$ cat src/rtl/readout_sched_pkg.sv
// Shared definitions for the readout frame scheduler: state encoding and
// default counter widths.
package readout_sched_pkg;

    localparam int FCNT_W_DEF = 16;
    localparam int TMR_W_DEF  = 32;

    typedef enum logic [2:0] {
        IDLE = 3'd0,
        ARM  = 3'd1,
        TRIG = 3'd2,
        BUSY = 3'd3,
        GAP  = 3'd4
    } sched_state_e;

endpackage

$ cat src/rtl/sched_timer.sv
// Loadable down-counter used for both the inter-frame gap and the per-frame
// watchdog. Reports expiry once the count has reached one (or was loaded as 0).
module sched_timer #(
    parameter int TMR_W = 32
) (
    input  logic             clk_i,
    input  logic             rst_ni,
    input  logic             load_i,
    input  logic [TMR_W-1:0] load_val_i,
    input  logic             en_i,
    output logic             expired_o
);

    logic [TMR_W-1:0] cnt_q;
    logic [TMR_W-1:0] cnt_d;

    // Load has priority; the count parks at zero rather than wrapping.
    always_comb begin
        cnt_d = cnt_q;
        if (load_i) begin
            cnt_d = load_val_i;
        end else if (en_i && (cnt_q != '0)) begin
            cnt_d = cnt_q - {{(TMR_W-1){1'b0}}, 1'b1};
        end
    end

    always_ff @(posedge clk_i or negedge rst_ni) begin
        if (!rst_ni) begin
            cnt_q <= '0;
        end else begin
            cnt_q <= cnt_d;
        end
    end

    assign expired_o = (cnt_q <= {{(TMR_W-1){1'b0}}, 1'b1});

endmodule

$ cat src/rtl/readout_frame_sched.sv
// Frame-level scheduler driving the row readout engine (trigger/ack, gap, watchdog).
// Optional macro READOUT_SCHED_EXT_SYNC_EN adds the ext_sync frame-start qualifier.
module readout_frame_sched
    import readout_sched_pkg::*;
#(
    parameter int FCNT_W = FCNT_W_DEF,
    parameter int TMR_W  = TMR_W_DEF
) (
    input  logic              CLK,
    input  logic              rst_n,
    input  logic              start,
    input  logic              stop,
    input  logic              continuous,
    input  logic [FCNT_W-1:0] num_frames,
    input  logic [TMR_W-1:0]  gap_cycles,
    input  logic [TMR_W-1:0]  timeout_cycles,
    input  logic              clr_err,
    input  logic              re_busy,
`ifdef READOUT_SCHED_EXT_SYNC_EN
    input  logic              ext_sync,
`endif
    output logic              trigger,
    output logic              sched_busy,
    output logic              frame_done,
    output logic [FCNT_W-1:0] frame_cnt,
    output logic              timeout_err
);

    sched_state_e      state_q, state_d;
    logic              trigger_q, trigger_d;
    logic              frameDone_q, frameDone_d;
    logic [FCNT_W-1:0] frameCnt_q, frameCnt_d;
    logic              timeoutErr_q, timeoutErr_d;
    logic              stopPend_q, stopPend_d;
    logic              contCfg_q, contCfg_d;
    logic [FCNT_W-1:0] numCfg_q, numCfg_d;
    logic [TMR_W-1:0]  gapCfg_q, gapCfg_d;
    logic [TMR_W-1:0]  tmoCfg_q, tmoCfg_d;

    logic              gapLoad, gapExpired;
    logic              wdLoad, wdExpired, wdFire;
    logic              armGo, gapGo;
    logic [FCNT_W-1:0] cntInc;

    sched_timer #(.TMR_W(TMR_W)) u_gap_timer (
        .clk_i      (CLK),
        .rst_ni     (rst_n),
        .load_i     (gapLoad),
        .load_val_i (gapCfg_q),
        .en_i       (state_q == GAP),
        .expired_o  (gapExpired)
    );

    sched_timer #(.TMR_W(TMR_W)) u_wd_timer (
        .clk_i      (CLK),
        .rst_ni     (rst_n),
        .load_i     (wdLoad),
        .load_val_i (tmoCfg_q),
        .en_i       ((state_q == TRIG) || (state_q == BUSY)),
        .expired_o  (wdExpired)
    );

    // A zero timeout disables the watchdog entirely.
    assign wdFire = (tmoCfg_q != '0) && ((state_q == TRIG) || (state_q == BUSY)) && wdExpired;

`ifdef READOUT_SCHED_EXT_SYNC_EN
    logic first_q;

    // Only the first frame of a run waits for ext_sync in ARM; later frames
    // are already aligned by the gap exit.
    always_ff @(posedge CLK or negedge rst_n) begin
        if (!rst_n) begin
            first_q <= 1'b0;
        end else if ((state_q == IDLE) && (state_d == ARM)) begin
            first_q <= 1'b1;
        end else if ((state_q == ARM) && (state_d == TRIG)) begin
            first_q <= 1'b0;
        end
    end

    assign armGo = !re_busy && (!first_q || ext_sync);
    assign gapGo = gapExpired && ext_sync;
`else
    assign armGo = !re_busy;
    assign gapGo = gapExpired;
`endif

    // Next-state and registered-output logic for the frame sequence.
    always_comb begin
        state_d      = state_q;
        trigger_d    = 1'b0;
        frameDone_d  = 1'b0;
        frameCnt_d   = frameCnt_q;
        stopPend_d   = stopPend_q;
        contCfg_d    = contCfg_q;
        numCfg_d     = numCfg_q;
        gapCfg_d     = gapCfg_q;
        tmoCfg_d     = tmoCfg_q;
        timeoutErr_d = timeoutErr_q;
        gapLoad      = 1'b0;
        wdLoad       = 1'b0;
        cntInc       = frameCnt_q + {{(FCNT_W-1){1'b0}}, 1'b1};

        if (clr_err) begin
            timeoutErr_d = 1'b0;
        end

        case (state_q)
            IDLE: begin
                if (start && !stop && (continuous || (num_frames != '0))) begin
                    contCfg_d  = continuous;
                    numCfg_d   = num_frames;
                    gapCfg_d   = gap_cycles;
                    tmoCfg_d   = timeout_cycles;
                    frameCnt_d = '0;
                    state_d    = ARM;
                end
            end
            ARM: begin
                if (stop) begin
                    state_d = IDLE;
                end else if (armGo) begin
                    state_d   = TRIG;
                    trigger_d = 1'b1;
                    wdLoad    = 1'b1;
                end
            end
            TRIG: begin
                if (wdFire) begin
                    timeoutErr_d = 1'b1;
                    state_d      = IDLE;
                end else if (stop) begin
                    state_d = IDLE;
                end else if (re_busy) begin
                    state_d = BUSY;
                end else begin
                    trigger_d = 1'b1;
                end
            end
            BUSY: begin
                // A frame that completes on the edge the watchdog would fire is kept.
                if (!re_busy) begin
                    frameDone_d = 1'b1;
                    frameCnt_d  = cntInc;
                    if (stopPend_q || stop || (!contCfg_q && (cntInc == numCfg_q))) begin
                        state_d = IDLE;
                    end else begin
                        state_d = GAP;
                        gapLoad = 1'b1;
                    end
                end else if (wdFire) begin
                    timeoutErr_d = 1'b1;
                    state_d      = IDLE;
                end else if (stop) begin
                    stopPend_d = 1'b1;
                end
            end
            GAP: begin
                if (stop) begin
                    state_d = IDLE;
                end else if (gapGo) begin
                    state_d = ARM;
                end
            end
            default: begin
                state_d = IDLE;
            end
        endcase

        if (state_d == IDLE) begin
            stopPend_d = 1'b0;
        end
    end

    always_ff @(posedge CLK or negedge rst_n) begin
        if (!rst_n) begin
            state_q      <= IDLE;
            trigger_q    <= 1'b0;
            frameDone_q  <= 1'b0;
            frameCnt_q   <= '0;
            timeoutErr_q <= 1'b0;
            stopPend_q   <= 1'b0;
            contCfg_q    <= 1'b0;
            numCfg_q     <= '0;
            gapCfg_q     <= '0;
            tmoCfg_q     <= '0;
        end else begin
            state_q      <= state_d;
            trigger_q    <= trigger_d;
            frameDone_q  <= frameDone_d;
            frameCnt_q   <= frameCnt_d;
            timeoutErr_q <= timeoutErr_d;
            stopPend_q   <= stopPend_d;
            contCfg_q    <= contCfg_d;
            numCfg_q     <= numCfg_d;
            gapCfg_q     <= gapCfg_d;
            tmoCfg_q     <= tmoCfg_d;
        end
    end

    assign trigger     = trigger_q;
    assign sched_busy  = (state_q != IDLE);
    assign frame_done  = frameDone_q;
    assign frame_cnt   = frameCnt_q;
    assign timeout_err = timeoutErr_q;

endmodule
$ cat config.mk
export PLATFORM = sky130hd
export DESIGN_NAME = readout_frame_sched
export DESIGN_NICKNAME = d
export VERILOG_FILES = /design/src/rtl/readout_sched_pkg.sv /design/src/rtl/sched_timer.sv /design/src/rtl/readout_frame_sched.sv
export SDC_FILE = /design/constraint.sdc
export NUM_CORES = 1
export LEC_CHECK = 0
export BUFFER_PORTS_ARGS = -buffer_cell sky130_fd_sc_hd__buf_2
export CELL_PAD_IN_SITES_DETAIL_PLACEMENT = 0
export CELL_PAD_IN_SITES_GLOBAL_PLACEMENT = 2
export CORE_MARGIN = 5
export CORE_UTILIZATION = 30
export DETAILED_ROUTE_END_ITERATION = 10
export PLACE_DENSITY = 0.62
export SLEW_MARGIN = 30
export SYNTH_ARGS = -nofsm -noshare
export SYNTH_HDL_FRONTEND = slang
export SYNTH_SLANG_ARGS = --single-unit
$ cat constraint.sdc
create_clock -name CLK -period 3.7 [get_ports CLK]
set_input_delay 0.555 -clock CLK [delete_from_list [all_inputs] [get_ports CLK]]
set_output_delay 0.555 -clock CLK [all_outputs]
set_load 0.01 [all_outputs]
; ---- Word level (Yosys, flattened, before mapping)
; Cells that the tools add are included.
[word_totals]
output_inout_bits = 20
regBits = 168
[classes]
n_lt_le_gt_ge = 2
mux = 37
reduce_logical = 29
n_eq_ne = 8
addsub = 3
[ops]
columns = operator, count
row1 = 2-to-1 mux 32 bit, 4
row2 = nonzero test 32 bit, 3
row3 = <= comparator 32 x 1 -> 1 bit (second input constant), 2
row4 = subtractor 32 x 1 -> 32 bit (second input constant), 2
row5 = 2-to-1 mux 3 bit, 11
row6 = 2-to-1 mux 16 bit, 2
row7 = case mux 16 bit (2 select lines), 1
row8 = adder 16 x 1 -> 16 bit (second input constant), 1
row9 = == test 16 bit, 1
row10 = 2-to-1 mux 1 bit, 16
row11 = nonzero test 16 bit, 1
row12 = case mux 3 bit (5 select lines), 1
row13 = nonzero test 2 bit, 6
row14 = logical AND 1 bit, 7
row15 = == test 3 x 2 -> 1 bit (second input constant), 2
row16 = logical NOT 3 bit, 2
row17 = logical OR 1 bit, 4
row18 = != test 2 bit (second input constant), 2
row19 = case mux 1 bit (2 select lines), 2
row20 = AND reduction 4 bit, 1
row21 = == test 3 x 1 -> 1 bit (second input constant), 1
row22 = == test 3 bit (second input constant), 1
row23 = AND reduction 3 bit, 1
row24 = nonzero test 3 bit, 1
row25 = other kinds (3), 4

; ---- Depth between registers and ports, before layout
[depth]
ltp_word = 10
mapped_depth = 10
mapped_depth_nobuf = 9

; ---- Cells and area by module
; A second synthesis with hierarchy kept.
[unflattened]
hier_cells = 874
area_unflattened_um2 = 9039.9
[modules_own_cells]
columns = mod, area_each_um2, instances, cells_per_inst
row1 = readout_frame_sched, 4784.6, 1, 394
row2 = sched_timer (u_wd_timer), 2184.6, 1, 246
row3 = sched_timer (u_gap_timer), 2070.7, 1, 234

; ---- Worst setup path after synthesis
; Ideal clock, no wire load.
[synth_path]
path_kind = register to register
startpoint = reg frameCnt_q[0] (netlist: frame_cnt[0])
endpoint = reg u_gap_timer.cnt_q[28]
period_less_slack_ns = 2.651
required_ns = 3.574
slack_ns = 1.049
setup_ns = 0.126
path_stages_with_launch = 10
arrival_ns = 2.525
path_cell_list = dfrtp_1 ha_1 nand3_2 or4_4 xnor2_1 o2111a_1 and4_4 nor2_4 buf_6 a221o_1
[synth_via]
elab_chain_len = 8
[synth_lines]
columns = element, line_no
row1 = start: declaration, readout_frame_sched.sv:32  ; logic [FCNT_W-1:0] frameCnt_q, frameCnt_d;
row2 = start signal: assignment, readout_frame_sched.sv:191  ; frameCnt_q <= frameCnt_d;
row3 = adder 16 x 1 -> 16 bit *, readout_frame_sched.sv:102  ; cntInc = frameCnt_q + {{(FCNT_W-1){1'b0}}, 1'b1};
row4 = == test 16 bit *, readout_frame_sched.sv:145  ; if (stopPend_q || stop || (!contCfg_q && (cntInc == numCfg_q))) begin
row5 = logical AND 1 bit *, readout_frame_sched.sv:145
row6 = logical OR 1 bit *, readout_frame_sched.sv:145
row7 = 2-to-1 mux 1 bit *, readout_frame_sched.sv:145
row8 = 2-to-1 mux 1 bit *, readout_frame_sched.sv:142  ; if (!re_busy) begin
row9 = 2-to-1 mux 1 bit *, readout_frame_sched.sv:108  ; case (state_q)
row10 = 2-to-1 mux 32 bit / nonzero test 2 bit (equally long branches), --
row11 = end signal: assignment, sched_timer.sv:31  ; cnt_q <= cnt_d;
row12 = end: declaration, sched_timer.sv:14  ; logic [TMR_W-1:0] cnt_q;
; Mark *: on every way between the ends. The rest lies on a longest branch, timed or not.
; A chain may end at the register's enable or synchronous reset.

; ---- Worst setup path in the final report
[layout_path]
startpoint = reg frameCnt_q[0] (netlist: frame_cnt[0])
endpoint = reg u_gap_timer.cnt_q[31]
; The elaborated chain is that of the path after synthesis.

==> out/qor.json <==
{
  "finalSetupViolCount": {"value": 0},
  "first_pass_grt_wire_length": {"value": 36.6, "unit": "mm"},
  "antenna_found_initial": {"value": 1},
  "instances_no_fill": {"value": 1292},
  "synth_nets": {"value": 888},
  "max_cap_violations": {"value": 0},
  "setup.worst_path.class": {"value": "flop to flop"},
  "chipWidth": {"value": 177, "unit": "microns"},
  "placementRows": {"value": 61},
  "clk-insertion-delay-late": {"value": 0.43, "unit": "ns"},
  "cts_inserted_buffers": {"value": 17},
  "slew_headroom": {"value": 0.447},
  "post_cts_resized": {"value": 0},
  "critical_path_arrival": {"value": 3.49, "unit": "ns"},
  "cts-hold-fix-buffers": {"value": 0},
  "first_iter_violations": {"value": 322},
  "cts_tree": {"value": "yes"},
  "layout_common_cells": {"value": "168 x sky130_fd_sc_hd__dfrtp_1, 105 x sky130_fd_sc_hd__buf_2, 83 x sky130_fd_sc_hd__mux2_2, 79 x sky130_fd_sc_hd__nand2_1, 63 x sky130_fd_sc_hd__o21ai_0"},
  "boundaryPins": {"value": 107},
  "critical_path_peak_fanout": {"value": 29},
  "clk_pin_slew": {"value": 0.07, "unit": "ns"},
  "post-dp-hpwl": {"value": 16.1, "unit": "mm"},
  "timing.clock.skew": {"value": 0.0141, "unit": "ns"},
  "netlist-cell-type-count": {"value": 73},
  "slowest_stage": {"value": "sky130_fd_sc_hd__or4_4"},
  "final_net_count": {"value": 994},
  "worst-slew-pin-transition": {"value": 0.829, "unit": "ns"},
  "irDropWorstVdd": {"value": 0.000294, "unit": "V"},
  "numPortBuffers": {"value": 106},
  "crit_chain": {"value": "ha_1 > nand3_2 > or4_4 > xnor2_1 > o2111a_1 > and4_4 > nor2_4 > buf_4 > nand3b_1 > o211ai_1"},
  "final_min_period_over_clock_period": {"value": 0.863},
  "fp.dieArea": {"value": 31500, "unit": "sq um"},
  "power.static_leakage": {"value": 4.10, "unit": "nW"},
  "max_clock_freq": {"value": 313, "unit": "MHz"},
  "ys_ff_latch": {"value": 168},
  "hold_viol": {"value": 0},
  "grt_usage": {"value": 0.146},
  "vias": {"value": 6474},
  "wl": {"value": 22.4, "unit": "mm"},
  "maxSlewViolCount": {"value": 0},
  "synth-async-reset-ratio": {"value": 1.00},
  "maximum_number_of_pins_on_one_net_before_global_route_repair": {"value": 65},
  "synth-edff-count": {"value": 0},
  "drt_drc_violations_left": {"value": 0},
  "yosysWarningCount": {"value": 0},
  "cts_max_path_buffers": {"value": 2},
  "setup-tns-final": {"value": 0, "unit": "ns"},
  "worst_stage_delay_on_the_critical_path": {"value": 0.54, "unit": "ns"},
  "final_common_cell": {"value": "sky130_fd_sc_hd__dfrtp_1"},
  "final_period_minus_worst_setup_slack": {"value": 3.19, "unit": "ns"},
  "proportion_of_layout_cells_with_a_drive_suffix_above_1": {"value": 0.286},
  "dp.cells": {"value": 1260},
  "floorplan.initialDensity": {"value": 0.304},
  "first_global_vias": {"value": 6540},
  "average_footprint_of_a_synthesized_cell": {"value": 10.6, "unit": "sq um"},
  "root_buffer": {"value": "sky130_fd_sc_hd__clkbuf_16"},
  "synth_cells": {"value": 795},
  "post-cts-setup-buffers": {"value": 0},
  "overflow": {"value": 0},
  "dieHeight": {"value": 177, "unit": "microns"},
  "first_pass_iters": {"value": 4},
  "cp.required": {"value": 3.99, "unit": "ns"},
  "postSynth.topFlopCell": {"value": "sky130_fd_sc_hd__dfrtp_1"},
  "critical_path.startpoint_type": {"value": "flop"},
  "mappedNetlistArea": {"value": 8410, "unit": "sq um"},
  "area.growth.synth_to_final": {"value": 18.9, "unit": "%"},
  "crit_path_end_kind": {"value": "flop"},
  "seq_area_frac_synth": {"value": 0.500},
  "detail-route-antenna-nets": {"value": 0},
  "hold_path_class": {"value": "primary input to asynchronous set/reset pin"},
  "clkSinkCount": {"value": 168},
  "gpl.final_weighted_congestion": {"value": 0.755},
  "drt-wirelength-per-cell": {"value": 17.4, "unit": "microns"},
  "core": {"value": 27700, "unit": "sq um"},
  "num_antenna_cells": {"value": 0},
  "pwr_density_cell": {"value": 619, "unit": "nW/um^2"},
  "detail_route.vias_per_cell": {"value": 5.01},
  "outcome": {"value": "complete, no violations"},
  "setup_repair_after_global_routing_missed_its_margin": {"value": "false"},
  "cts_htree_levels": {"value": 4}
}
## metal layers
metal / share of wire / global-route usage
met1: 0.52 / 0.221
met2: 0.43 / 0.216
met3: 0.038 / 0.0262
met4: 0.0095 / 0.0338
met5: 0.00045 / 0
## final cells by class
cell class | instances | area (sq um)
inverters | 14 | 52.6
flip-flops and latches | 168 | 4200
repair buffers | 122 | 657
multi-input cells | 578 | 4020
fillers | 2843 | 17700
clock buffers | 18 | 429
clock inverters | 14 | 161
well taps | 378 | 473
## critical path: cells and delay by family, from the launching register on
family / cells / cell delay (ns)
AND/OR/NAND/NOR: 5 / 1.54
flip-flops: 1 / 0.50
adder cells (fa/ha/maj): 1 / 0.33
buffers and inverters: 1 / 0.31
AO/OA/AOI/OAI: 2 / 0.23
XOR/XNOR: 1 / 0.15
## cells by family after synthesis
group | after synthesis | share of synthesized area
mux | 83 | 0.111
compound gates | 164 | 0.131
buf+inv | 49 | 0.0234
xor+xnor | 45 | 0.0469
simple gates | 279 | 0.178
flops | 168 | 0.500
fa+ha+maj | 7 | 0.0101
## registers in the layout, summed over array words and instances (netlist names)
signal and count:
contCfg_q 1, frame_cnt 16, frame_done 1, gapCfg_q 32, numCfg_q 16, state_q 3, stopPend_q 1, timeout_err 1
tmoCfg_q 32, trigger 1, u_gap_timer.cnt_q 32, u_wd_timer.cnt_q 32
## power breakdown
group | internal, mW | switching [mW]
logic | 0.706 | 0.638
clock network | 1.01 | 0.814
registers | 2.44 | 0.571
total | 4.16 | 2.02
## worst paths after layout
path	to	from	cells after the start	slack [ns]
hold / removal	frame_cnt[5]$_DFFE_PN0P_	rst_n	1	0.07
min in group CLK	timeout_err$_DFF_PN0_	clr_err	2	0.32
setup reg to reg	u_gap_timer.cnt_q[31]$_DFFE_PN0P_	frame_cnt[0]$_DFFE_PN0P_	10	0.51
setup / recovery	u_gap_timer.cnt_q[31]$_DFFE_PN0P_	frame_cnt[0]$_DFFE_PN0P_	10	0.51
hold reg to reg	u_gap_timer.cnt_q[16]$_DFFE_PN0P_	gapCfg_q[16]$_DFFE_PN0P_	2	0.48
max in group asynchronous	u_gap_timer.cnt_q[14]$_DFFE_PN0P_	rst_n	2	2.64
## synthesized netlist by cell type (14+ instances only)
master                     instances  area (sq um)
sky130_fd_sc_hd__a21oi_1          19          95.1
sky130_fd_sc_hd__nor4_1           24           150
sky130_fd_sc_hd__nand2_1          79           297
sky130_fd_sc_hd__nor3_1           25           125
sky130_fd_sc_hd__mux2_2           83           935
sky130_fd_sc_hd__dfrtp_1         168          4200
sky130_fd_sc_hd__o21ai_0          63           315
sky130_fd_sc_hd__or3_1            17           106
sky130_fd_sc_hd__xnor2_1          33           289
sky130_fd_sc_hd__nor2_1           55           206
sky130_fd_sc_hd__clkbuf_1         24          90.1
sky130_fd_sc_hd__inv_1            14          52.6
sky130_fd_sc_hd__nand3_1          19          95.1
## per-stage QoR
step	setup slack (ns)	area, sq um	utilization	hold WS, ns	total power, mW
final	0.506	9990	0.361	0.0735	6.18
after global routing	0.278	9990	0.361	0.127	6.62
after CTS	0.447	9990	0.361	0.106	6.28
after detailed placement	0.490	9400	0.339	0.471	4.41
after global placement	0.544	9400	0.339	0.464	4.40
after floorplan	1.05	8410	-	0.259	3.91
No activity file was read; power rests on OpenSTA's default activity.
